## src/rtl/fp16_pkg.sv

```systemverilog
// fp16_pkg: fp16/int16 encoding constants shared by the converter and the
// arbitrated conversion front-end.
package fp16_pkg;
    localparam logic [4:0]  FP16_EXP_MAX   = 5'd31;
    localparam logic [4:0]  FP16_SAT_EXP   = 5'd30;
    localparam logic [4:0]  FP16_BIAS      = 5'd15;
    localparam logic [4:0]  FP16_MAN_W     = 5'd10;
    localparam logic [15:0] INT16_MAX      = 16'h7FFF;
    localparam logic [15:0] INT16_MIN      = 16'h8000;
    localparam logic [15:0] FP16_NEG_32768 = 16'hF800;
endpackage

```

## src/rtl/fp16_to_int16.sv

```systemverilog
// fp16_to_int16: combinational fp16 -> int16 conversion, truncating toward
// zero. Out-of-range values and Inf clamp to INT16_MAX/INT16_MIN, NaN gives 0;
// all of those raise sat. -32768 is the only exp==30 value that fits exactly.
module fp16_to_int16
    import fp16_pkg::*;
(
    input  logic [15:0] fp_in,
    output logic [15:0] int_out,
    output logic        sat
);
    logic        sign;
    logic [4:0]  exp_f;
    logic [15:0] man;
    logic [15:0] mag;

    assign sign  = fp_in[15];
    assign exp_f = fp_in[14:10];
    assign man   = {5'b0, 1'b1, fp_in[9:0]};

    // Classify by exponent, then shift the 11-bit significand into place.
    always_comb begin
        mag     = '0;
        int_out = '0;
        sat     = 1'b0;
        if (exp_f == FP16_EXP_MAX) begin
            sat     = 1'b1;
            int_out = (fp_in[9:0] != 10'd0) ? 16'd0 : (sign ? INT16_MIN : INT16_MAX);
        end else if (exp_f == FP16_SAT_EXP) begin
            if (fp_in == FP16_NEG_32768) begin
                int_out = INT16_MIN;
            end else begin
                sat     = 1'b1;
                int_out = sign ? INT16_MIN : INT16_MAX;
            end
        end else if (exp_f >= FP16_BIAS) begin
            // Binary point sits FP16_BIAS+FP16_MAN_W (=25) exponent steps up.
            if (exp_f >= FP16_BIAS + FP16_MAN_W)
                mag = man << (exp_f - (FP16_BIAS + FP16_MAN_W));
            else
                mag = man >> ((FP16_BIAS + FP16_MAN_W) - exp_f);
            int_out = sign ? (~mag + 16'd1) : mag;
        end
    end
endmodule

```

## src/rtl/rr_arbiter.sv

```systemverilog
// rr_arbiter: round-robin arbiter. Searches upward from ptr with wrap, grants
// one requester when enabled, and advances ptr past the winner.
module rr_arbiter #(
    parameter int NUM_REQ = 4,
    parameter int ID_W    = 2
) (
    input  logic               clk,
    input  logic               rst_n,
    input  logic [NUM_REQ-1:0] req,
    input  logic               en,
    output logic [NUM_REQ-1:0] gnt,
    output logic [ID_W-1:0]    gnt_idx,
    output logic               gnt_vld
);
    logic [ID_W-1:0]    ptr_q, ptr_d;
    logic [ID_W-1:0]    cand;
    logic [NUM_REQ-1:0] req_sh;
    logic               found;
    int                 j;

    // First requester at or above ptr, wrapping modulo NUM_REQ.
    always_comb begin
        found   = 1'b0;
        gnt_idx = '0;
        cand    = '0;
        req_sh  = '0;
        j       = 0;
        for (int k = 0; k < NUM_REQ; k++) begin
            j = int'(ptr_q) + k;
            if (j >= NUM_REQ) j = j - NUM_REQ;
            cand   = ID_W'(j);
            req_sh = req >> cand;
            if (!found && req_sh[0]) begin
                found   = 1'b1;
                gnt_idx = cand;
            end
        end
        gnt_vld = en & found;
        gnt     = gnt_vld ? (NUM_REQ'(1) << gnt_idx) : '0;
    end

    // Pointer moves just past the winner; holds when nothing is granted.
    always_comb begin
        ptr_d = ptr_q;
        if (gnt_vld)
            ptr_d = (int'(gnt_idx) == NUM_REQ - 1) ? '0 : gnt_idx + ID_W'(1);
    end

    // Pointer register.
    always_ff @(posedge clk or negedge rst_n) begin
        if (!rst_n) ptr_q <= '0;
        else        ptr_q <= ptr_d;
    end
endmodule

```

## src/rtl/fp16_to_int16_arb.sv

```systemverilog
// fp16_to_int16_arb: NUM_REQ fp16 streams share one converter through a
// round-robin arbiter; results leave on one registered valid/ready stream
// tagged with the requester id. Keeps per-requester sticky saturation flags.
// Optional FP16_TO_INT16_ARB_SATCNT_EN adds a saturating 16-bit count of
// accepted saturating operands (sat_count).
module fp16_to_int16_arb
    import fp16_pkg::*;
#(
    parameter int NUM_REQ = 4,
    parameter int ID_W    = 2
) (
    input  logic                  clk,
    input  logic                  rst_n,
    input  logic [NUM_REQ-1:0]    req_valid,
    input  logic [16*NUM_REQ-1:0] req_data,
    output logic [NUM_REQ-1:0]    req_ready,
    output logic                  out_valid,
    input  logic                  out_ready,
    output logic [15:0]           out_data,
    output logic [ID_W-1:0]       out_id,
    output logic                  out_sat,
    output logic [NUM_REQ-1:0]    sat_sticky,
    input  logic [NUM_REQ-1:0]    sat_clr
`ifdef FP16_TO_INT16_ARB_SATCNT_EN
    ,
    output logic [15:0]           sat_count
`endif
);
    logic               accept;
    logic [NUM_REQ-1:0] gnt;
    logic [ID_W-1:0]    gnt_idx;
    logic               gnt_vld;
    logic [15:0]        sel_fp;
    logic [15:0]        conv_int;
    logic               conv_sat;

    logic               out_valid_q, out_valid_d;
    logic [15:0]        out_data_q, out_data_d;
    logic [ID_W-1:0]    out_id_q, out_id_d;
    logic               out_sat_q, out_sat_d;
    logic [NUM_REQ-1:0] sat_sticky_q, sat_sticky_d;

    // Output slot is free when empty or draining this cycle; never grant in reset.
    assign accept = out_ready | ~out_valid_q;

    rr_arbiter #(.NUM_REQ(NUM_REQ), .ID_W(ID_W)) u_arb (
        .clk     (clk),
        .rst_n   (rst_n),
        .req     (req_valid),
        .en      (accept & rst_n),
        .gnt     (gnt),
        .gnt_idx (gnt_idx),
        .gnt_vld (gnt_vld)
    );

    assign req_ready = gnt;
    assign sel_fp    = 16'(req_data >> {gnt_idx, 4'b0});

    fp16_to_int16 u_conv (
        .fp_in   (sel_fp),
        .int_out (conv_int),
        .sat     (conv_sat)
    );

    // Output register: load on transfer, drop valid on drain, hold on stall.
    always_comb begin
        out_valid_d = out_valid_q;
        out_data_d  = out_data_q;
        out_id_d    = out_id_q;
        out_sat_d   = out_sat_q;
        if (gnt_vld) begin
            out_valid_d = 1'b1;
            out_data_d  = conv_int;
            out_id_d    = gnt_idx;
            out_sat_d   = conv_sat;
        end else if (accept) begin
            out_valid_d = 1'b0;
        end
    end

    // Sticky flags: set beats clear when both hit the same requester.
    always_comb begin
        sat_sticky_d = (sat_sticky_q & ~sat_clr) | (gnt & {NUM_REQ{conv_sat}});
    end

    // Output and status registers.
    always_ff @(posedge clk or negedge rst_n) begin
        if (!rst_n) begin
            out_valid_q  <= 1'b0;
            out_data_q   <= '0;
            out_id_q     <= '0;
            out_sat_q    <= 1'b0;
            sat_sticky_q <= '0;
        end else begin
            out_valid_q  <= out_valid_d;
            out_data_q   <= out_data_d;
            out_id_q     <= out_id_d;
            out_sat_q    <= out_sat_d;
            sat_sticky_q <= sat_sticky_d;
        end
    end

    assign out_valid  = out_valid_q;
    assign out_data   = out_data_q;
    assign out_id     = out_id_q;
    assign out_sat    = out_sat_q;
    assign sat_sticky = sat_sticky_q;

`ifdef FP16_TO_INT16_ARB_SATCNT_EN
    logic [15:0] sat_count_q, sat_count_d;
    logic        cnt_inc;
    logic        cnt_clr;

    assign cnt_inc = gnt_vld & conv_sat;
    assign cnt_clr = &sat_clr;

    // Saturating counter; a coinciding clear restarts the count at 1.
    always_comb begin
        sat_count_d = sat_count_q;
        if (cnt_inc) begin
            if (cnt_clr)                    sat_count_d = 16'd1;
            else if (sat_count_q != 16'hFFFF) sat_count_d = sat_count_q + 16'd1;
        end else if (cnt_clr) begin
            sat_count_d = '0;
        end
    end

    // Counter register.
    always_ff @(posedge clk or negedge rst_n) begin
        if (!rst_n) sat_count_q <= '0;
        else        sat_count_q <= sat_count_d;
    end

    assign sat_count = sat_count_q;
`else
    // Counter not built: only the sticky flags report saturation.
`endif
endmodule

```

## config.mk

```make
export PLATFORM = sky130hd
export DESIGN_NAME = fp16_to_int16_arb
export DESIGN_NICKNAME = d
export VERILOG_FILES = /design/src/rtl/fp16_pkg.sv /design/src/rtl/fp16_to_int16.sv /design/src/rtl/rr_arbiter.sv /design/src/rtl/fp16_to_int16_arb.sv
export SDC_FILE = /design/constraint.sdc
export NUM_CORES = 1
export LEC_CHECK = 0
export ABC_AREA = 1
export CORE_UTILIZATION = 55
export DETAILED_ROUTE_END_ITERATION = 12
export MAX_ROUTING_LAYER = met4
export PLACE_DENSITY = 0.9
export SYNTH_ARGS = -nofsm -noshare
export SYNTH_HDL_FRONTEND = slang
export SYNTH_SLANG_ARGS = --single-unit
```

## constraint.sdc

```tcl
create_clock -name clk -period 9.2 [get_ports clk]
set_input_delay 2.3 -clock clk [delete_from_list [all_inputs] [get_ports clk]]
set_output_delay 2.3 -clock clk [all_outputs]
set_load 0.02 [all_outputs]
```

==> results of run 1 <==
worst max path at each step:
stage / from / to / slack [ps] / cells after the start
3_3_place_gp: req_valid[2] / req_ready[3] / 1620 / 15
5_1_grt: req_valid[3] / req_ready[3] / 1050 / 13
3_5_place_dp: req_valid[2] / req_ready[1] / 1420 / 15
4_1_cts: req_valid[2] / req_ready[3] / 1420 / 15
2_1_floorplan: req_valid[3] / req_ready[3] / 3100 / 14
6_report: req_valid[1] / req_ready[3] / 1310 / 13
cells by family after synthesis:
group                    Yosys count  share of synthesized area [%]
buffers and inverters            100                           12.6
AND/OR/NAND/NOR                  513                           59.0
flip-flops                        26                           15.9
adder cells (fa/ha/maj)           12                           3.67
AO/OA/AOI/OAI                     64                           8.43
XOR/XNOR                           1                          0.397
metal layers:
layer / up-vias / GRT usage [%]
met5: - / -
met4: 0 / 10.4
met3: 39 / 2.05
met2: 226 / 58.3
met1: 2297 / 40.8
li1: 2495 / -
tightest hold or removal path, stage by stage (launching register included):
cell	delay [ps]
dfrtp_1	350
nand2_1	50
nand2_1	60
Yosys cell counts, drive strengths merged (3+ instances only):
| library cell | instances |
|---|---|
| a21oi | 26 |
| nand2 | 272 |
| nor3 | 3 |
| nand4 | 40 |
| nand3 | 135 |
| dfrtp | 26 |
| buf | 29 |
| o21ai | 35 |
| inv | 63 |
| clkbuf | 6 |
| nor2 | 60 |
| ha | 12 |
stage by stage:
stage / instance area, um^2 / hold WS (ps)
3_5_place_dp: 4980 / 464
2_1_floorplan: 4100 / 591
4_1_cts: 5040 / 487
3_3_place_gp: 4980 / 465
6_report: 5040 / 489
5_1_grt: 5040 / 539
area by class of cell:
type,count,area [um^2],area share (%)
Inverter,65,250,4.97
Sequential cell,26,651,12.9
Timing Repair Buffer,103,1030,20.4
Clock buffer,4,55.1,1.09
Multi-Input combinational cell,590,2930,58.1
Tap cell,99,124,2.46
state kept, by name, summed over array words and instances (netlist names):
signal / cells
out_data: 16
sat_sticky: 4
out_id: 2
u_arb.ptr_q: 2
out_sat: 1
out_valid: 1
==> qor.csv, run 1 <==
stage,metric,value,unit
route,Max Used Layer,met4,
route,first-pass iteration count of the detailed router,7,
worst_setup_path,Top delay family on crit path,simple AND/OR/NAND/NOR gates,
grt,initial antenna violation count,0,
sta,unrepaired setup endpoints after global routing,no,
synthesis,syn avg cell area,5.72,um^2
sta,worst setup margin,1310,ps
worst_setup_path,Setup crit start kind,input port,
layout,Nets,876,
sta,Slew @ Worst Pin,911,ps
synthesis,Synth area leader,nand2_1,
cts,clock buffer depth,2,
synthesis,fraction of post-synthesis cell area in the top cell type by area,21.9,%
sta,setup TNS,0,ps
layout,"commonest non-fill, non-tap cells in the layout","nand2_1 (239), nand3_1 (124), clkdlybuf4s50_1 (102)",
place,Buffers on Ports,102,
grt,gr ovfl total,0,
synthesis,sequential-to-total area share from yosys stat,15.9,%
sta,crit path time final,7890,ps
sta,relative slew slack,39.0,%
sta,Worst Skew,2.18,ps
cts,CTS root buf,clkbuf_8,
worst_setup_path,critical path's slowest cell,nand3_4,
layout,Finished Core Util,69.8,%
layout,fillers,612,
sta,count of final setup violators,0,
worst_setup_path,Worst Setup End Kind,output port,
floorplanning,num rows,31,
synthesis,largest cells by area after synthesis,"nand2_1 (22%), dfrtp_1 (16%), nand3_1 (15%), nand4_1 (6.0%), inv_1 (5.0%)",
sta,Fmax,127,MHz
route,Post-DRT Antenna Nets,0,
worst_setup_path,worst flop-to-flop path startpoint,u_arb.ptr_q[0]$_DFFE_PN0P_,
synthesis,top_reg_cell synth,dfrtp_1,
layout,n_diodes,0,
floorplanning,I/O pins,103,
layout,area grow syn2layout,23.0,%
cts,post_cts resized,0,
route,wire per inst,14.2,um
worst_setup_path,FF-to-FF path depth,25,
worst_hold_path,Hold Path Class,reg2reg,
cts,Post-CTS Setup Inserts,0,
route,total wire length,12600,um
worst_hold_path,Hold Crit Endpoint,out_sat$_DFFE_PN0P_,
worst_setup_path,CP Data Required Time,6900,ps
grt,number of global-route vias before repair,4595,
worst_setup_path,crit path buf inv count,5,
worst_setup_path,FF-to-FF End,out_data[6]$_DFFE_PN0P_,
sta,max-slew violations,0,
synthesis,Synth cell types,35,
route,total number of vias,5057,
place,Placed Instances,883,
synthesis,Yosys reg bits,26,
synthesis,"Net Count, Synth",803,
route,WL met1,5440,um
grt,first-pass GRT wire length,20500,um
worst_setup_path,crit-path cells,clkdlybuf4s50_1 > inv_1 > nand2_1 > nand3_1 > nand2_2 > nor2_4 > nand3_2 > nand3_4 > inv_1 > ha_1 > inv_1 > nor2_1 > clkdlybuf4s50_1,
route,DRT iter0 DRCs,278,
worst_setup_path,most frequent CP cell,inv_1,
layout,share of post-route cells with drive strength above 1,9.26,%
worst_setup_path,register-to-register setup slack,3530,ps
floorplanning,Die Area,7800,um^2
worst_setup_path,crit path DAT,5590,ps
place,HPWL Detailed,9830,um
synthesis,Synth async-reset ratio,100,%
layout,Non-Filler Instances,887,
synthesis,Yosys warnings,0,
run,max cap viols,0,
route,Via-to-Cell Ratio,5.70,
grt,largest net degree at the start of global routing,43,
floorplanning,Initial Utilization,56.8,%
cts,cts hold-fix bufs,0,
cts,cts bufs inserted,3,
layout,"commonest non-fill, non-tap cell in the layout",nand2_1,
route,Met2 Wirelength,6140,um
synthesis,Synth Instances,716,
worst_setup_path,crit-path max FO,42,
route,met3 WL,642,um
cts,Clock Latency Late Sink,260,ps
worst_hold_path,HP Start,out_sat$_DFFE_PN0P_,
cts,CTS tree,done,
run_status,status,completed,
grt,gr usage total,33.3,%
worst_setup_path,crit-path max cell delay,660,ps
floorplanning,Die H,88.3,um
synthesis,Post-synth EDFFs,0,
cts,"Reg clk slew, reported paths",90,ps
sta,fin crit share,85.7,%
floorplanning,total core area,7210,um^2
worst_setup_path,critical path class,in2out,
synthesis,mapped cell area,4100,um^2
floorplanning,die width,88.3,um
cts,clk sinks,26,
sta,"Hold Vio Cnt, Final",0,
place,Post-Place Setup Slack,1420,ps
route,number of remaining DRC errors,0,
cts,H-tree Lvls,1,
worst_hold_path,hold depth,2,
place,routability cong.,1.01,
Power of run 1 is left out: the tool's default activity adds up to more than one toggle a clock period on the data nets, which glitch-free logic cannot reach.
==> run 2: changes to the inputs <==
--- a/config.mk
+++ b/config.mk
@@ -6,10 +6,11 @@
 export NUM_CORES = 1
 export LEC_CHECK = 0
 export ABC_AREA = 1
-export CORE_UTILIZATION = 55
+export CORE_UTILIZATION = 51
+export CTS_CLUSTER_DIAMETER = 40
 export DETAILED_ROUTE_END_ITERATION = 12
 export MAX_ROUTING_LAYER = met4
-export PLACE_DENSITY = 0.9
+export PLACE_DENSITY = 0.85
 export SYNTH_ARGS = -nofsm -noshare
 export SYNTH_HDL_FRONTEND = slang
 export SYNTH_SLANG_ARGS = --single-unit
==> constraint.sdc (replaced) <==
create_clock -name clk -period 7.8 [get_ports clk]
set_input_delay 1.95 -clock clk [delete_from_list [all_inputs] [get_ports clk]]
set_output_delay 1.95 -clock clk [all_outputs]
set_load 0.1 [all_outputs]
==> run 2 against run 1 <==
Utilization is 4.2 points lower. Non-clock buffer count rose by 3. Sequential share of layout area is 0.083 points lower. Global-route usage down 2.4 points. Cell count is 0.68% higher. Worst hold slack gained 14 ps. Flip-flop and latch count unchanged. Cell area rose by 0.65%. Highest routed layer unchanged.
==> qor.csv, run 2 (same netlist as run 1, synthesis figures left out) <==
stage,metric,value,unit,change
run_status,status,completed,,
route,DRT iter0 DRCs,316,,+14%
worst_setup_path,crit path DAT,4900,ps,-690 ps
route,first-pass iteration count of the detailed router,5,,-2
route,Post-DRT Antenna Nets,0,,unchanged
worst_hold_path,Hold Crit Endpoint,out_id[1]$_DFFE_PN0P_,,
worst_hold_path,Hold Path Class,reg2reg,,
worst_setup_path,FF-to-FF path depth,29,,+16%
layout,Register Area,651,um^2,unchanged
grt,largest net degree at the start of global routing,32,,-26%
floorplanning,num rows,32,,+3.2%
cts,Clock Latency Late Sink,270,ps,about the same
layout,"commonest non-fill, non-tap cells in the layout","nand2_1 (239), nand3_1 (124), clkdlybuf4s50_1 (98)",,
grt,first-pass GRT wire length,21000,um,+2.5%
grt,gr usage total,30.8,%,-2.4 points
sta,crit path time final,6850,ps,
grt,number of global-route vias before repair,4674,,+1.7%
layout,share of post-route cells with drive strength above 1,10.1,%,+0.85 points
cts,"Reg clk slew, reported paths",90,ps,about the same
worst_setup_path,most frequent CP cell,nand2_1,,
layout,fillers,692,,+13%
sta,relative slew slack,34.5,%,-4.5 points
route,wire per inst,14.1,um,-0.77%
layout,area grow syn2layout,23.8,%,
layout,"commonest non-fill, non-tap cell in the layout",nand2_1,,
worst_setup_path,Top delay family on crit path,buffers and inverters,,
worst_setup_path,Setup crit start kind,input port,,
grt,gr ovfl total,0,,unchanged
sta,Fmax,146,MHz,
route,total wire length,12600,um,about the same
route,number of remaining DRC errors,0,,unchanged
cts,cts bufs inserted,3,,unchanged
worst_setup_path,register-to-register setup slack,2640,ps,-890 ps
floorplanning,Initial Utilization,53.0,%,-3.8 points
cts,post_cts resized,0,,unchanged
cts,clock buffer depth,2,,unchanged
cts,cts hold-fix bufs,0,,unchanged
place,routability cong.,0.968,,-3.7%
worst_setup_path,crit-path max FO,30,,-29%
route,Via-to-Cell Ratio,5.62,,-1.4%
sta,fin crit share,87.8,%,
sta,Worst Skew,1.93,ps,-0.244 ps
route,total number of vias,5018,,-0.77%
floorplanning,Die Area,8390,um^2,+7.7%
place,Buffers on Ports,102,,unchanged
layout,Multi-input gate area,2930,um^2,unchanged
worst_setup_path,crit path buf inv count,6,,+1
cts,CTS root buf,clkbuf_8,,
floorplanning,Die H,91.6,um,+3.8%
grt,initial antenna violation count,0,,unchanged
floorplanning,die width,91.6,um,+3.8%
sta,Slew @ Worst Pin,979,ps,+67.6 ps
layout,n_diodes,0,,unchanged
floorplanning,I/O pins,103,,unchanged
layout,Nets,879,,+0.34%
worst_setup_path,crit-path max cell delay,490,ps,-170 ps
sta,unrepaired setup endpoints after global routing,no,,
worst_setup_path,CP Data Required Time,5850,ps,-1050 ps
cts,H-tree Lvls,1,,unchanged
worst_hold_path,HP Start,out_id[1]$_DFFE_PN0P_,,
run,max cap viols,0,,unchanged
worst_setup_path,FF-to-FF End,out_data[14]$_DFFE_PN0P_,,
worst_setup_path,critical path's slowest cell,clkdlybuf4s50_1,,
cts,CTS tree,done,,
place,HPWL Detailed,9840,um,+0.14%
sta,count of final setup violators,0,,unchanged
cts,Post-CTS Setup Inserts,0,,unchanged
layout,max reg flops,16,,unchanged
worst_setup_path,critical path class,in2out,,
worst_setup_path,Worst Setup End Kind,output port,,
sta,setup TNS,0,ps,unchanged
sta,max-slew violations,0,,unchanged
worst_setup_path,worst flop-to-flop path startpoint,u_arb.ptr_q[0]$_DFFE_PN0P_,,
sta,"Hold Vio Cnt, Final",0,,unchanged
cts,clk sinks,26,,unchanged
worst_setup_path,crit-path cells,clkdlybuf4s50_1 > inv_1 > nand2_1 > nand2_1 > nand2_1 > nand2_1 > nand2_1 > nand2_1 > nand2_2 > nand3_4 > buf_4 > inv_1 > ha_1 > inv_1 > nor2_1 > buf_4,,
floorplanning,total core area,7730,um^2,+7.1%
worst_hold_path,hold depth,2,,unchanged
==> run 2: metal layers <==
metal,track usage (%),wire [um],up-vias,part of all wire (%)
met4,10.3,374,0,3.0
met2,55.3,6140,202,49
met1,37.1,5400,2279,43
met5,-,0,-,0
li1,-,-,2503,-
met3,1.24,632,34,5.0
==> run 2: how the worst max path moves through the flow <==
stage | slack, ps | depth (start not counted) | startpoint | end
final | 950 | 16 | req_valid[3] | req_ready[3]
after CTS | 990 | 15 | req_valid[3] | req_ready[3]
after global routing | 610 | 33 | req_valid[2] | out_data[14]$_DFFE_PN0P_
after floorplan | 1440 | 14 | req_valid[3] | req_ready[3]
after detailed placement | 960 | 30 | req_valid[3] | out_data[14]$_DFFE_PN0P_
after global placement | 1170 | 16 | req_valid[2] | req_ready[3]
==> run 2: per-stage QoR <==
stage | instances | util (%) | hold WS (ps) | setup slack, ps | instance area, um^2
floorplan | 716 | - | 630 | 1440 | 4100
global placement | 889 | 64.7 | 465 | 1170 | 5000
detailed placement | 889 | 64.7 | 484 | 957 | 5000
CTS | 893 | 65.6 | 505 | 990 | 5070
global route | 893 | 65.6 | 544 | 615 | 5070
finish | 893 | 65.6 | 503 | 952 | 5070
==> run 2: tightest hold or removal path, delay by kind of cell (launching register included) <==
kind,cells,cell delay [ps]
and+or+nand+nor,1,50
DFF,1,360
AOI/OAI and AO/OA,1,60
==> run 2: area by class of cell <==
type	instances	area share [%]
well taps	102	2.52
repair buffers	106	20.5
clock buffers	3	0.815
inverters	65	4.94
clock inverters	1	0.592
multi-input cells	590	57.8
flip-flops and latches	26	12.8
Power of run 2 is left out for the same reason.
==> run 3: changes to the inputs <==
--- a/config.mk
+++ b/config.mk
@@ -9,8 +9,10 @@
 export CORE_UTILIZATION = 51
 export CTS_CLUSTER_DIAMETER = 40
 export DETAILED_ROUTE_END_ITERATION = 12
+export GPL_TIMING_DRIVEN = 0
 export MAX_ROUTING_LAYER = met4
 export PLACE_DENSITY = 0.85
+export SETUP_SLACK_MARGIN = 0.15
 export SYNTH_ARGS = -nofsm -noshare
 export SYNTH_HDL_FRONTEND = slang
 export SYNTH_SLANG_ARGS = --single-unit
==> constraint.sdc (replaced) <==
create_clock -name clk -period 7.8 [get_ports clk]
set_input_delay 2.34 -clock clk [delete_from_list [all_inputs] [get_ports clk]]
set_output_delay 2.34 -clock clk [all_outputs]
set_load 0.1 [all_outputs]
==> run 3 against run 2 <==
Setup slack got worse by 430 ps. Utilization rose by 2.5 points. Flip-flop and latch count did not move. Die area did not move. Sequential share of layout area fell by 0.48 points. Non-clock buffer count rose by 31. Global-route usage rose by 3.1 points. Register-to-register slack improved by 440 ps. Fmax fell by 5.9%. Cell area rose by 3.9%. First-iteration DRC count fell by 7.3%. Clock skew rose by 2.2 ps. Critical endpoint unchanged. Highest routed layer unchanged.
==> qor.csv, run 3 (same netlist as run 1, synthesis figures left out) <==
stage,metric,value,unit,change
floorplanning,Die H,91.6,um,unchanged
grt,initial antenna violation count,0,,unchanged
worst_setup_path,FF-to-FF path depth,33,,+14%
route,Max Used Layer,met4,,
route,DRT iter0 DRCs,293,,-7.3%
route,total wire length,13700,um,+9.2%
worst_setup_path,register-to-register setup slack,3080,ps,+440 ps
sta,crit path time final,7280,ps,+430 ps
worst_setup_path,crit-path max cell delay,500,ps,about the same
place,routability cong.,0.930,,-3.9%
layout,Multi-input gate area,2930,um^2,unchanged
worst_hold_path,Hold Crit Endpoint,out_sat$_DFFE_PN0P_,,
worst_setup_path,worst flop-to-flop path startpoint,u_arb.ptr_q[0]$_DFFE_PN0P_,,
cts,cts bufs inserted,3,,unchanged
route,number of remaining DRC errors,0,,unchanged
sta,count of final setup violators,0,,unchanged
worst_setup_path,CP Data Required Time,5460,ps,-390 ps
layout,"commonest non-fill, non-tap cell in the layout",nand2_1,,
run_status,status,completed,,
run,max cap viols,0,,unchanged
layout,max reg flops,16,,unchanged
sta,max-slew violations,0,,unchanged
worst_setup_path,Top delay family on crit path,buffers and inverters,,
sta,Fmax,137,MHz,-5.9%
route,Post-DRT Antenna Nets,0,,unchanged
layout,share of post-route cells with drive strength above 1,12.5,%,+2.4 points
cts,H-tree Lvls,1,,unchanged
floorplanning,I/O pins,103,,unchanged
grt,gr usage total,33.9,%,+3.1 points
cts,cts hold-fix bufs,0,,unchanged
route,first-pass iteration count of the detailed router,5,,unchanged
sta,relative slew slack,25.3,%,-9.3 points
floorplanning,total core area,7730,um^2,unchanged
layout,"commonest non-fill, non-tap cells in the layout","nand2_1 (239), nand3_1 (124), clkdlybuf4s50_1 (97)",,
grt,gr ovfl total,0,,unchanged
cts,clk sinks,26,,unchanged
cts,clock buffer depth,2,,unchanged
worst_hold_path,Hold Path Class,reg2reg,,
route,Met2 Wirelength,6750,um,+9.8%
sta,fin crit share,93.3,%,+5.5 points
worst_hold_path,HP Start,out_sat$_DFFE_PN0P_,,
route,WL met1,5870,um,+8.8%
worst_setup_path,crit-path cells,clkdlybuf4s50_1 > inv_1 > nand2_1 > nand3_1 > nand2_2 > inv_1 > nand2_1 > nand2_2 > nand3_4 > buf_8 > buf_6 > inv_1 > ha_1 > inv_1 > nor2_1 > clkbuf_2,,
sta,Worst Skew,4.15,ps,+2.22 ps
worst_setup_path,crit-path max FO,11,,-63%
layout,Post-Layout Inst Area,5260,um^2,+3.9%
cts,CTS tree,done,,
worst_setup_path,most frequent CP cell,inv_1,,
floorplanning,die width,91.6,um,unchanged
worst_setup_path,crit path DAT,4940,ps,+40 ps
worst_setup_path,FF-to-FF End,out_data[12]$_DFFE_PN0P_,,
layout,Nets,910,,+3.5%
worst_setup_path,critical path's slowest cell,clkbuf_2,,
place,post-place instance area,5240,um^2,+4.9%
floorplanning,Initial Utilization,53.0,%,unchanged
worst_setup_path,critical path class,in2out,,
place,Buffers on Ports,102,,unchanged
cts,CTS root buf,clkbuf_8,,
route,met3 WL,750,um,+19%
worst_setup_path,Worst Setup End Kind,output port,,
route,Via-to-Cell Ratio,5.62,,about the same
layout,n_diodes,0,,unchanged
sta,Slew @ Worst Pin,1120,ps,+142 ps
worst_setup_path,Setup crit start kind,input port,,
sta,"Hold Vio Cnt, Final",0,,unchanged
worst_hold_path,hold depth,2,,unchanged
worst_setup_path,crit path buf inv count,8,,+2
grt,first-pass GRT wire length,22900,um,+9.0%
cts,Clock Latency Late Sink,260,ps,about the same
floorplanning,num rows,32,,unchanged
layout,area grow syn2layout,28.5,%,
layout,Register Area,651,um^2,unchanged
cts,"Reg clk slew, reported paths",80,ps,about the same
grt,number of global-route vias before repair,4991,,+6.8%
floorplanning,Die Area,8390,um^2,unchanged
place,HPWL Detailed,11100,um,+13%
route,wire per inst,14.8,um,+5.6%
layout,fillers,700,,+1.2%
route,total number of vias,5185,,+3.3%
grt,largest net degree at the start of global routing,28,,-13%
sta,unrepaired setup endpoints after global routing,no,,
-- run 3: worst max-delay path by stage --
stage | startpoint | to | slack, ps | cells after the start
final | req_valid[3] | req_ready[3] | 520 | 16
after global routing | req_valid[3] | req_ready[3] | 350 | 16
after CTS | req_valid[3] | req_ready[3] | 180 | 16
after detailed placement | rst_n | req_ready[1] | -140 | 6
after floorplan | req_valid[3] | req_ready[3] | 660 | 14
after global placement | rst_n | req_ready[0] | -110 | 6
-- run 3: worst reg2reg max path: cells and delay by family (launching register included) --
family / cells / cell delay [ps]
AO/OA/AOI/OAI: 1 / 120
AND/OR/NAND/NOR: 20 / 2060
flip-flops: 1 / 380
buffers and inverters: 10 / 1690
adder cells (fa/ha/maj): 2 / 410
-- run 3: final cells by class --
class	instances	share of cell area (%)
Tap cell	102	2.42
Sequential cell	26	12.4
Buffer	35	5.06
Clock buffer	3	0.784
Multi-Input combinational cell	590	55.6
Inverter	65	4.75
Timing Repair Buffer	102	19.0
-- run 3: metrics by stage --
| stage | hold WS, ps | cells | setup WS, ps | util (%) | TNS, ps |
|---|---|---|---|---|---|
| after floorplan | 630 | 716 | 656 | - | 0 |
| after global placement | 468 | 920 | -110 | 67.9 | -322 |
| after detailed placement | 478 | 920 | -143 | 67.9 | -469 |
| after CTS | 515 | 923 | 185 | 68.3 | 0 |
| after global routing | 536 | 923 | 351 | 68.1 | 0 |
| final | 517 | 923 | 522 | 68.1 | 0 |
-- run 3: repair_timing --
item | in CTS | in global routing
setup endpoints to repair | 4 | 4
hold endpoints to repair | 0 | 0
gates cloned | 0 | 0
setup buffers | 0 | 0
resized for setup | 5 | 8
-- run 3: layer usage --
metal | vias to the layer above | global-route usage (%)
met4 | 0 | 9.92
met5 | - | -
met1 | 2369 | 41.8
met2 | 217 | 59.9
li1 | 2566 | -
met3 | 33 | 1.99
Power of run 3 is left out for the same reason.
